File: src/rtl/hi_sniff_pkg.sv
// Shared constants and types for the HF sniff frame scheduler.
package hi_sniff_pkg;

  localparam int SSP_FRAME_LEN  = 10;  // 8 data bits + 2 tag bits
  localparam int STARVE_DEFAULT = 4;

  localparam logic [1:0] TAG_ADC  = 2'd0;
  localparam logic [1:0] TAG_REQ1 = 2'd1;
  localparam logic [1:0] TAG_REQ2 = 2'd2;
  localparam logic [1:0] TAG_IDLE = 2'd3;

  typedef enum logic {
    ST_IDLE = 1'b0,
    ST_RUN  = 1'b1
  } sched_state_e;

  // Two-way round-robin pick: returns the index of the winning requester.
  // With both candidates present, the preferred index (ptr) wins.
  function automatic logic rr_pick(input logic [1:0] cand, input logic ptr);
    if (&cand) return ptr;
    return ~cand[0];
  endfunction

endpackage

File: src/rtl/hi_ssp_serializer.sv
// SSP frame serializer: slot counter, shift register, frame strobe and
// serial data. A frame word is loaded on the edge where load is high and
// its bit 0 is on ssp_din right after that edge.
module hi_ssp_serializer
  import hi_sniff_pkg::*;
#(
  parameter int FRAME_LEN = SSP_FRAME_LEN
) (
  input  logic                 clk,
  input  logic                 rst_n,
  input  logic                 load,
  input  logic [FRAME_LEN-1:0] word,
  output logic                 last_slot,
  output logic                 ssp_frame,
  output logic                 ssp_din
);

  localparam int SLOT_W = $clog2(FRAME_LEN);
  localparam logic [SLOT_W-1:0] LAST_SLOT = SLOT_W'(FRAME_LEN - 1);

  logic [SLOT_W-1:0]    slot_reg, slot_next;
  logic [FRAME_LEN-1:0] shift_reg, shift_next;
  logic                 active_reg, active_next;

  assign last_slot = active_reg && (slot_reg == LAST_SLOT);
  assign ssp_frame = active_reg && (slot_reg == '0);
  assign ssp_din   = active_reg && shift_reg[0];

  // Load a new word, or shift out the current one and stop after the last slot.
  always_comb begin
    slot_next   = slot_reg;
    shift_next  = shift_reg;
    active_next = active_reg;
    if (load) begin
      slot_next   = '0;
      shift_next  = word;
      active_next = 1'b1;
    end else if (active_reg) begin
      shift_next = shift_reg >> 1;
      if (last_slot) begin
        slot_next   = '0;
        active_next = 1'b0;
      end else begin
        slot_next = slot_reg + 1'b1;
      end
    end
  end

  // Serializer state register; reset aborts any frame in flight.
  always_ff @(posedge clk) begin
    if (!rst_n) begin
      slot_reg   <= '0;
      shift_reg  <= '0;
      active_reg <= 1'b0;
    end else begin
      slot_reg   <= slot_next;
      shift_reg  <= shift_next;
      active_reg <= active_next;
    end
  end

endmodule

File: src/rtl/hi_sniff_sched.sv
// HF sniff frame scheduler: shares the SSP link between the decimated ADC
// stream and two external byte requesters, one tagged byte per frame.
// Optional macro HI_SNIFF_DROP_CNT_EN adds the saturating drop_cnt output.
module hi_sniff_sched
  import hi_sniff_pkg::*;
#(
  parameter int FRAME_LEN = SSP_FRAME_LEN,
  parameter int STARVE    = STARVE_DEFAULT
) (
  input  logic        ck_1356meg,
  input  logic        rst_n,
  input  logic        sniff_en,
  input  logic [3:0]  adc_div,
  input  logic [7:0]  adc_d,
  input  logic [1:0]  req_valid,
  input  logic [15:0] req_data,
  output logic [1:0]  req_ready,
  output logic        adc_clk,
  output logic        ssp_clk,
  output logic        ssp_frame,
  output logic        ssp_din,
  output logic        drop_flag
`ifdef HI_SNIFF_DROP_CNT_EN
  ,
  output logic [7:0]  drop_cnt
`endif
);

  localparam logic [7:0] STARVE_CNT = 8'(STARVE);

  sched_state_e state_reg, state_next;

  logic [3:0]      dcnt_reg, dcnt_next;
  logic            rr_ptr_reg, rr_ptr_next;
  logic            drop_flag_reg;
  logic [1:0][7:0] wait_reg, wait_next;

  logic            last_slot;
  logic            decide;
  logic            adc_due;
  logic [1:0]      starving;
  logic            grant_ext;
  logic            grant_idx;
  logic            use_adc;
  logic            drop;
  logic [9:0]      word;
  logic [3:0]      dcnt_reload;

  assign adc_clk   = ck_1356meg;
  assign ssp_clk   = ~ck_1356meg;
  assign drop_flag = drop_flag_reg;

  // A decision is only taken when a frame actually loads, so grants,
  // decimation and wait counting never happen for a frame that is not sent.
  assign decide  = sniff_en && ((state_reg == ST_IDLE) || last_slot);
  assign adc_due = (dcnt_reg == 4'd0) && (adc_div != 4'd0);

  // adc_div = 0 parks the counter at zero instead of wrapping to 15.
  assign dcnt_reload = (adc_div == 4'd0) ? 4'd0 : adc_div - 4'd1;

  // Per-requester starvation flag, grant strobe and wait counter update.
  generate
    for (genvar gi = 0; gi < 2; gi++) begin : g_req
      assign starving[gi]  = req_valid[gi] && (wait_reg[gi] >= STARVE_CNT);
      assign req_ready[gi] = decide && grant_ext && (grant_idx == 1'(gi));
      assign wait_next[gi] = !req_valid[gi]              ? 8'd0 :
                             !decide                     ? wait_reg[gi] :
                             req_ready[gi]               ? 8'd0 :
                             (wait_reg[gi] >= STARVE_CNT) ? wait_reg[gi] :
                                                           wait_reg[gi] + 8'd1;
    end
  endgenerate

  // Source arbitration: starving requester, then due ADC sample, then
  // round-robin requester, then idle; also builds the frame word.
  always_comb begin
    grant_ext = 1'b0;
    grant_idx = 1'b0;
    use_adc   = 1'b0;
    drop      = 1'b0;
    if (|starving) begin
      grant_ext = 1'b1;
      grant_idx = rr_pick(starving, rr_ptr_reg);
      drop      = adc_due;
    end else if (adc_due) begin
      use_adc = 1'b1;
    end else if (|req_valid) begin
      grant_ext = 1'b1;
      grant_idx = rr_pick(req_valid, rr_ptr_reg);
    end

    if (grant_ext) begin
      word = grant_idx ? {TAG_REQ2, req_data[15:8]} : {TAG_REQ1, req_data[7:0]};
    end else if (use_adc) begin
      word = {TAG_ADC, adc_d};
    end else begin
      word = {TAG_IDLE, 8'h00};
    end
  end

  // Next-state logic for the run/idle FSM and decision-cycle counters.
  always_comb begin
    state_next  = state_reg;
    dcnt_next   = dcnt_reg;
    rr_ptr_next = rr_ptr_reg;
    case (state_reg)
      ST_IDLE: if (sniff_en) state_next = ST_RUN;
      ST_RUN:  if (last_slot && !sniff_en) state_next = ST_IDLE;
      default: state_next = ST_IDLE;
    endcase
    if (decide) begin
      dcnt_next = (dcnt_reg == 4'd0) ? dcnt_reload : dcnt_reg - 4'd1;
      if (grant_ext) rr_ptr_next = ~grant_idx;
    end
  end

  // State, decimation, round-robin, wait and sticky drop registers.
  always_ff @(posedge ck_1356meg) begin
    if (!rst_n) begin
      state_reg     <= ST_IDLE;
      dcnt_reg      <= 4'd0;
      rr_ptr_reg    <= 1'b0;
      wait_reg      <= '0;
      drop_flag_reg <= 1'b0;
    end else begin
      state_reg  <= state_next;
      dcnt_reg   <= dcnt_next;
      rr_ptr_reg <= rr_ptr_next;
      wait_reg   <= wait_next;
      if (decide && drop) drop_flag_reg <= 1'b1;
    end
  end

`ifdef HI_SNIFF_DROP_CNT_EN
  logic [7:0] drop_cnt_reg;

  assign drop_cnt = drop_cnt_reg;

  // Saturating count of discarded ADC samples.
  always_ff @(posedge ck_1356meg) begin
    if (!rst_n) begin
      drop_cnt_reg <= 8'd0;
    end else if (decide && drop && (drop_cnt_reg != 8'hFF)) begin
      drop_cnt_reg <= drop_cnt_reg + 8'd1;
    end
  end
`endif

  hi_ssp_serializer #(
    .FRAME_LEN (FRAME_LEN)
  ) u_ser (
    .clk       (ck_1356meg),
    .rst_n     (rst_n),
    .load      (decide),
    .word      (word),
    .last_slot (last_slot),
    .ssp_frame (ssp_frame),
    .ssp_din   (ssp_din)
  );

endmodule

File: config.mk
export PLATFORM = sky130hd
export DESIGN_NAME = hi_sniff_sched
export DESIGN_NICKNAME = d
export VERILOG_FILES = /design/src/rtl/hi_sniff_pkg.sv /design/src/rtl/hi_ssp_serializer.sv /design/src/rtl/hi_sniff_sched.sv
export SDC_FILE = /design/constraint.sdc
export NUM_CORES = 1
export LEC_CHECK = 0
export CAP_MARGIN = 20
export CORE_MARGIN = 2
export CORE_UTILIZATION = 50
export DETAILED_ROUTE_END_ITERATION = 12
export GPL_ROUTABILITY_DRIVEN = 0
export MAX_ROUTING_LAYER = met4
export PLACE_DENSITY = 0.8
export SYNTH_ARGS = -nofsm -noshare
export SYNTH_HDL_FRONTEND = slang
export SYNTH_SLANG_ARGS = --single-unit
File: constraint.sdc
create_clock -name ck_1356meg -period 2.3 [get_ports ck_1356meg]
set_input_delay 0.46 -clock ck_1356meg [delete_from_list [all_inputs] [get_ports ck_1356meg]]
set_output_delay 0.46 -clock ck_1356meg [all_outputs]
set_load 0.05 [all_outputs]
Word level (Yosys, flattened, before mapping). Cells that the tools add are included.

Bits in registers: 38. Output and inout bits: 7. Logic and storage cells: 91.

Add/sub/neg operators: 5. $lt $le $gt $ge: 2. Eq/ne operators: 3. Muxes and demuxes: 37. Bitwise operators: 6. Reduce and logical (&&, ||, !) cells: 29.

Operators with widths (number): 10-bit two-way mux (5); 8-bit two-way mux (4); 1-bit two-way mux (24); 8-bit by 1-bit adder with 8-bit output, second input constant (2); 8-bit by 3-bit >= comparator with 1-bit output, second input constant (2); 2-bit AND reduction (7); 1-bit logical AND (12); 4-bit logical NOT (3); 4-bit two-way mux (3); 4-bit by 1-bit subtractor with 4-bit output, second input constant (2); 1-bit inverter (6); 2-bit OR reduction (3); 4-bit by 1-bit adder with 4-bit output, second input constant (1); 4-bit == test, second input constant (1); 2-bit inequality test, second input constant (2); 4-bit nonzero test (1); 1-bit one-hot mux with 2 select lines (1); 2-bit nonzero test (1); 1-bit logical NOT (1); 1-bit logical OR (1).

Longest topological paths before layout.
Depth in word-level cells: 13. Depth in mapped cells: 10. Mapped depth without buffers: 7.

Modules after synthesis. A second synthesis with hierarchy kept.

Cells, all modules: 252. Area total of the unflattened synthesis: 2093.3 sq um.

Modules (own cells, without submodules): hi_sniff_sched (times used 1, cells each 168, area an instance 1336.3 sq um, sequential area each 460.4 sq um); hi_ssp_serializer (times used 1, cells each 84, area an instance 757.0 sq um, sequential area each 300.3 sq um).

==> flow_summary_export.csv <==
group,metric,value,unit
run_status,status,"finished with violations",
run_status,violations,"negative setup slack",
critical_path,arrival,2.11,ns
global_routing,grt_pass1_wl,10490,um
final_layout,drive_gt1_frac,0.2242,
floorplan,die_h,72.81,um
placement,placedCellCount,377,
detailed_routing,ant_nets,0,
hold_path,hold_class,"reg2reg",
logic_synthesis,synth_area_per_cell,8.640,um2
sta,worst_slew_pin_slew,0.5052,ns
sta,fin_ws,-0.2748,ns
critical_path,slowest_delay,0.56,ns
global_routing,antenna_found_initial,0,
critical_path,r2r_end,"wait_reg[6]$_SDFFE_PN0P_",
placement,place_ws,-0.2111,ns
logic_synthesis,synth_top_area_share,0.3214,
logic_synthesis,netlist_instances,274,
global_routing,grt_usage,0.2653,
global_routing,grt_pass1_vias,2292,
hold_path,hold_depth,1,
final_layout,num-nets-final,380,
final_layout,largest_register_ffs,16,
sta,max_slew_margin,0.6612,
logic_synthesis,yosys-top-cells-count,"dfxtp_1 (38), nand2_1 (16), and2_1 (14)",
detailed_routing,drc,0,
final_layout,finish.utilization,0.6892,
detailed_routing,drt_first_iter_violations,201,
clock_tree,tritoncts,"yes",
sta,grt_setup_unrepaired,"yes",
floorplan,ios,40,
final_layout,n_antenna_cell,0,
placement,dpl.hpwl,4215,um
power_and_ir_drop,power_density,654.5,mW/mm2
final_layout,area_delta_synth_final,34.78,%
critical_path,r2r_slack,0.22,ns
clock_tree,ctsHoldBuffers,0,
sta,period_minus_slack,2.575,ns
logic_synthesis,synth.distinct_cells,61,
final_layout,finalNonFillerCells,393,
critical_path,slowest_stage,"or4_4",
floorplan,die_x,72.81,um
sta,fin_hold_ws,0.4803,ns
critical_path,endpoint_kind,"primary output",
power_and_ir_drop,peakVddDrop,0.9058,mV
detailed_routing,vias,2381,
sta,timing.fmax,388.4,MHz
logic_synthesis,synth_ff_type,"dfxtp_1",
critical_path,cp_data_required_time,1.84,ns
sta,setup_violations,2,
sta,final-hold-violation-count,0,
floorplan,core_region_area,0.004629,mm2
global_routing,grt_overflow,0,
final_layout,fill_cells,385,
floorplan,initial_core_util,0.5114,
detailed_routing,wire_per_inst,15.76,um
sta,finClkSkew,0.004652,ns
logic_synthesis,synth_edf_count,0,
critical_path,path_max_fanout,3,
detailed_routing,viasPerCell,6.059,
power_and_ir_drop,leakage,1.352,nW
logic_synthesis,ys_ff_latch,38,
logic_synthesis,synth.most_common_cell,"dfxtp_1",
logic_synthesis,synth_area_leader_cell,"dfxtp_1",
logic_synthesis,ys_warn_count,0,
critical_path,start_kind,"register",
hold_path,hold_start,"wait_reg[6]$_SDFFE_PN0P_",
critical_path,path_class,"reg2out",
hold_path,hold_end,"wait_reg[6]$_SDFFE_PN0P_",
run,drv_cap,0,
logic_synthesis,synthArstFlopShare,0,
logic_synthesis,synth_area_leaders,"dfxtp_1 (32%), ha_1 (4.8%), and2_1 (3.7%)",
sta,drv_slew,0,
clock_tree,cts.clk_slew.worst_paths,0.07,ns
placement,portBuffers,39,
floorplan,dieArea,0.005301,mm2
sta,fin_setup_tns,-0.4521,ns
critical_path,r2r-start,"dcnt_reg[1]$_SDFFE_PN0N_",
logic_synthesis,netlist_area,0.002367,mm2
detailed_routing,firstDrtPassIters,4,
logic_synthesis,synthesis.nets,316,
global_routing,grt_max_degree,30,
clock_tree,clk_latency,0.40,ns
critical_path,rr_worst_depth,9,
detailed_routing,wl,6195,um
floorplan,row_count,25,
logic_synthesis,yosysSeqAreaShare,0.3214,
sta,fin_crit_sh,1.119,
critical_path,path_cells,"or4_4 -> o21ai_4 -> buf_6 -> nand4b_1 -> a21oi_4 -> buf_12",
[worst max-delay path by stage]
stage | startpoint | end | slack [ns] | cells past startpoint
after global routing | wait_reg[7]$_SDFFE_PN0P_ | req_ready[0] | -0.36 | 6
after floorplan | u_ser.active_reg$_SDFF_PN0_ | ssp_frame | 0.06 | 3
after CTS | wait_reg[7]$_SDFFE_PN0P_ | req_ready[0] | -0.24 | 6
after global placement | adc_div[0] | req_ready[0] | -0.20 | 7
final | wait_reg[7]$_SDFFE_PN0P_ | req_ready[0] | -0.27 | 6
after detailed placement | adc_div[0] | req_ready[0] | -0.21 | 7
[routing by layer]
layer | up-vias | wire length (um) | global-route usage
li1 | 1167 | - | -
met1 | 1113 | 2640 | 0.3373
met2 | 85 | 3006 | 0.3939
met3 | 16 | 356 | 0.04834
met4 | 0 | 191 | 0.1543
met5 | - | 0 | -
[critical path, delay by kind of cell (launching register included)]
kind	cells	cell delay, ns
AO/OA/AOI/OAI	2	0.38
buffers and inverters	2	0.27
flip-flops	1	0.31
AND/OR/NAND/NOR	2	0.74
[layout by cell type, fill, tap and decap left out, types with 3 or more instances in the layout]
| cell type | instances |
|---|---|
| and3_1 | 5 |
| ha_1 | 9 |
| nor2b_1 | 3 |
| o211a_1 | 8 |
| a31oi_1 | 13 |
| buf_4 | 32 |
| o2111ai_1 | 8 |
| nor3_1 | 8 |
| nand2_1 | 16 |
| nor3b_1 | 3 |
| a32o_1 | 8 |
| and2_1 | 14 |
| nor4_1 | 3 |
| inv_1 | 10 |
| nand4_1 | 9 |
| o21a_1 | 11 |
| a21oi_1 | 11 |
| nand3_1 | 10 |
| o21ai_0 | 8 |
| clkbuf_8 | 8 |
| dfxtp_1 | 35 |
| buf_12 | 4 |
| a211oi_1 | 3 |
| dfxtp_2 | 3 |
| o21ai_4 | 3 |
| or2_2 | 3 |
| clkdlybuf4s50_1 | 33 |
| nor2_1 | 11 |
[per-stage QoR]
| stage | area [um2] | power, mW |
|---|---|---|
| after floorplan | 2389 | 1.238 |
| after global placement | 2983 | 1.455 |
| after detailed placement | 2983 | 1.469 |
| after CTS | 3171 | 2.078 |
| after global routing | 3191 | 2.202 |
| final | 3191 | 2.088 |
[cells by family after synthesis]
| logic type | after synthesis | synth area share |
|---|---|---|
| simple gates | 105 | 0.2595 |
| fa+ha+maj | 9 | 0.04757 |
| buf+inv | 31 | 0.07188 |
| xor+xnor | 4 | 0.01480 |
| flops | 38 | 0.3214 |
| compound gates | 86 | 0.2801 |
| mux | 1 | 0.004757 |
[power breakdown]
group          total, mW  switching [mW]  internal, mW  leakage, nW
logic              0.544           0.286         0.257        0.954
registers          0.737          0.0328         0.704        0.310
clock network      0.808           0.431         0.377       0.0870
total               2.09           0.750          1.34         1.35
[area by class of cell]
class                   count  area [um2]  share of cell area
clock buffers              10       130.1             0.04078
clock inverters             4       21.27            0.006667
inverters                  11       41.29             0.01294
multi-input cells         205        1499              0.4698
flip-flops and latches     38       764.5              0.2396
well taps                  54       67.56             0.02118
repair buffers             71       666.9              0.2090
[what timing repair did]
item,in CTS,in global routing
endpoints found under the setup margin,4,3
resized for setup,17,2
setup buffers,4,0
pin swaps,6,3
No activity file was read; power rests on OpenSTA's default activity.
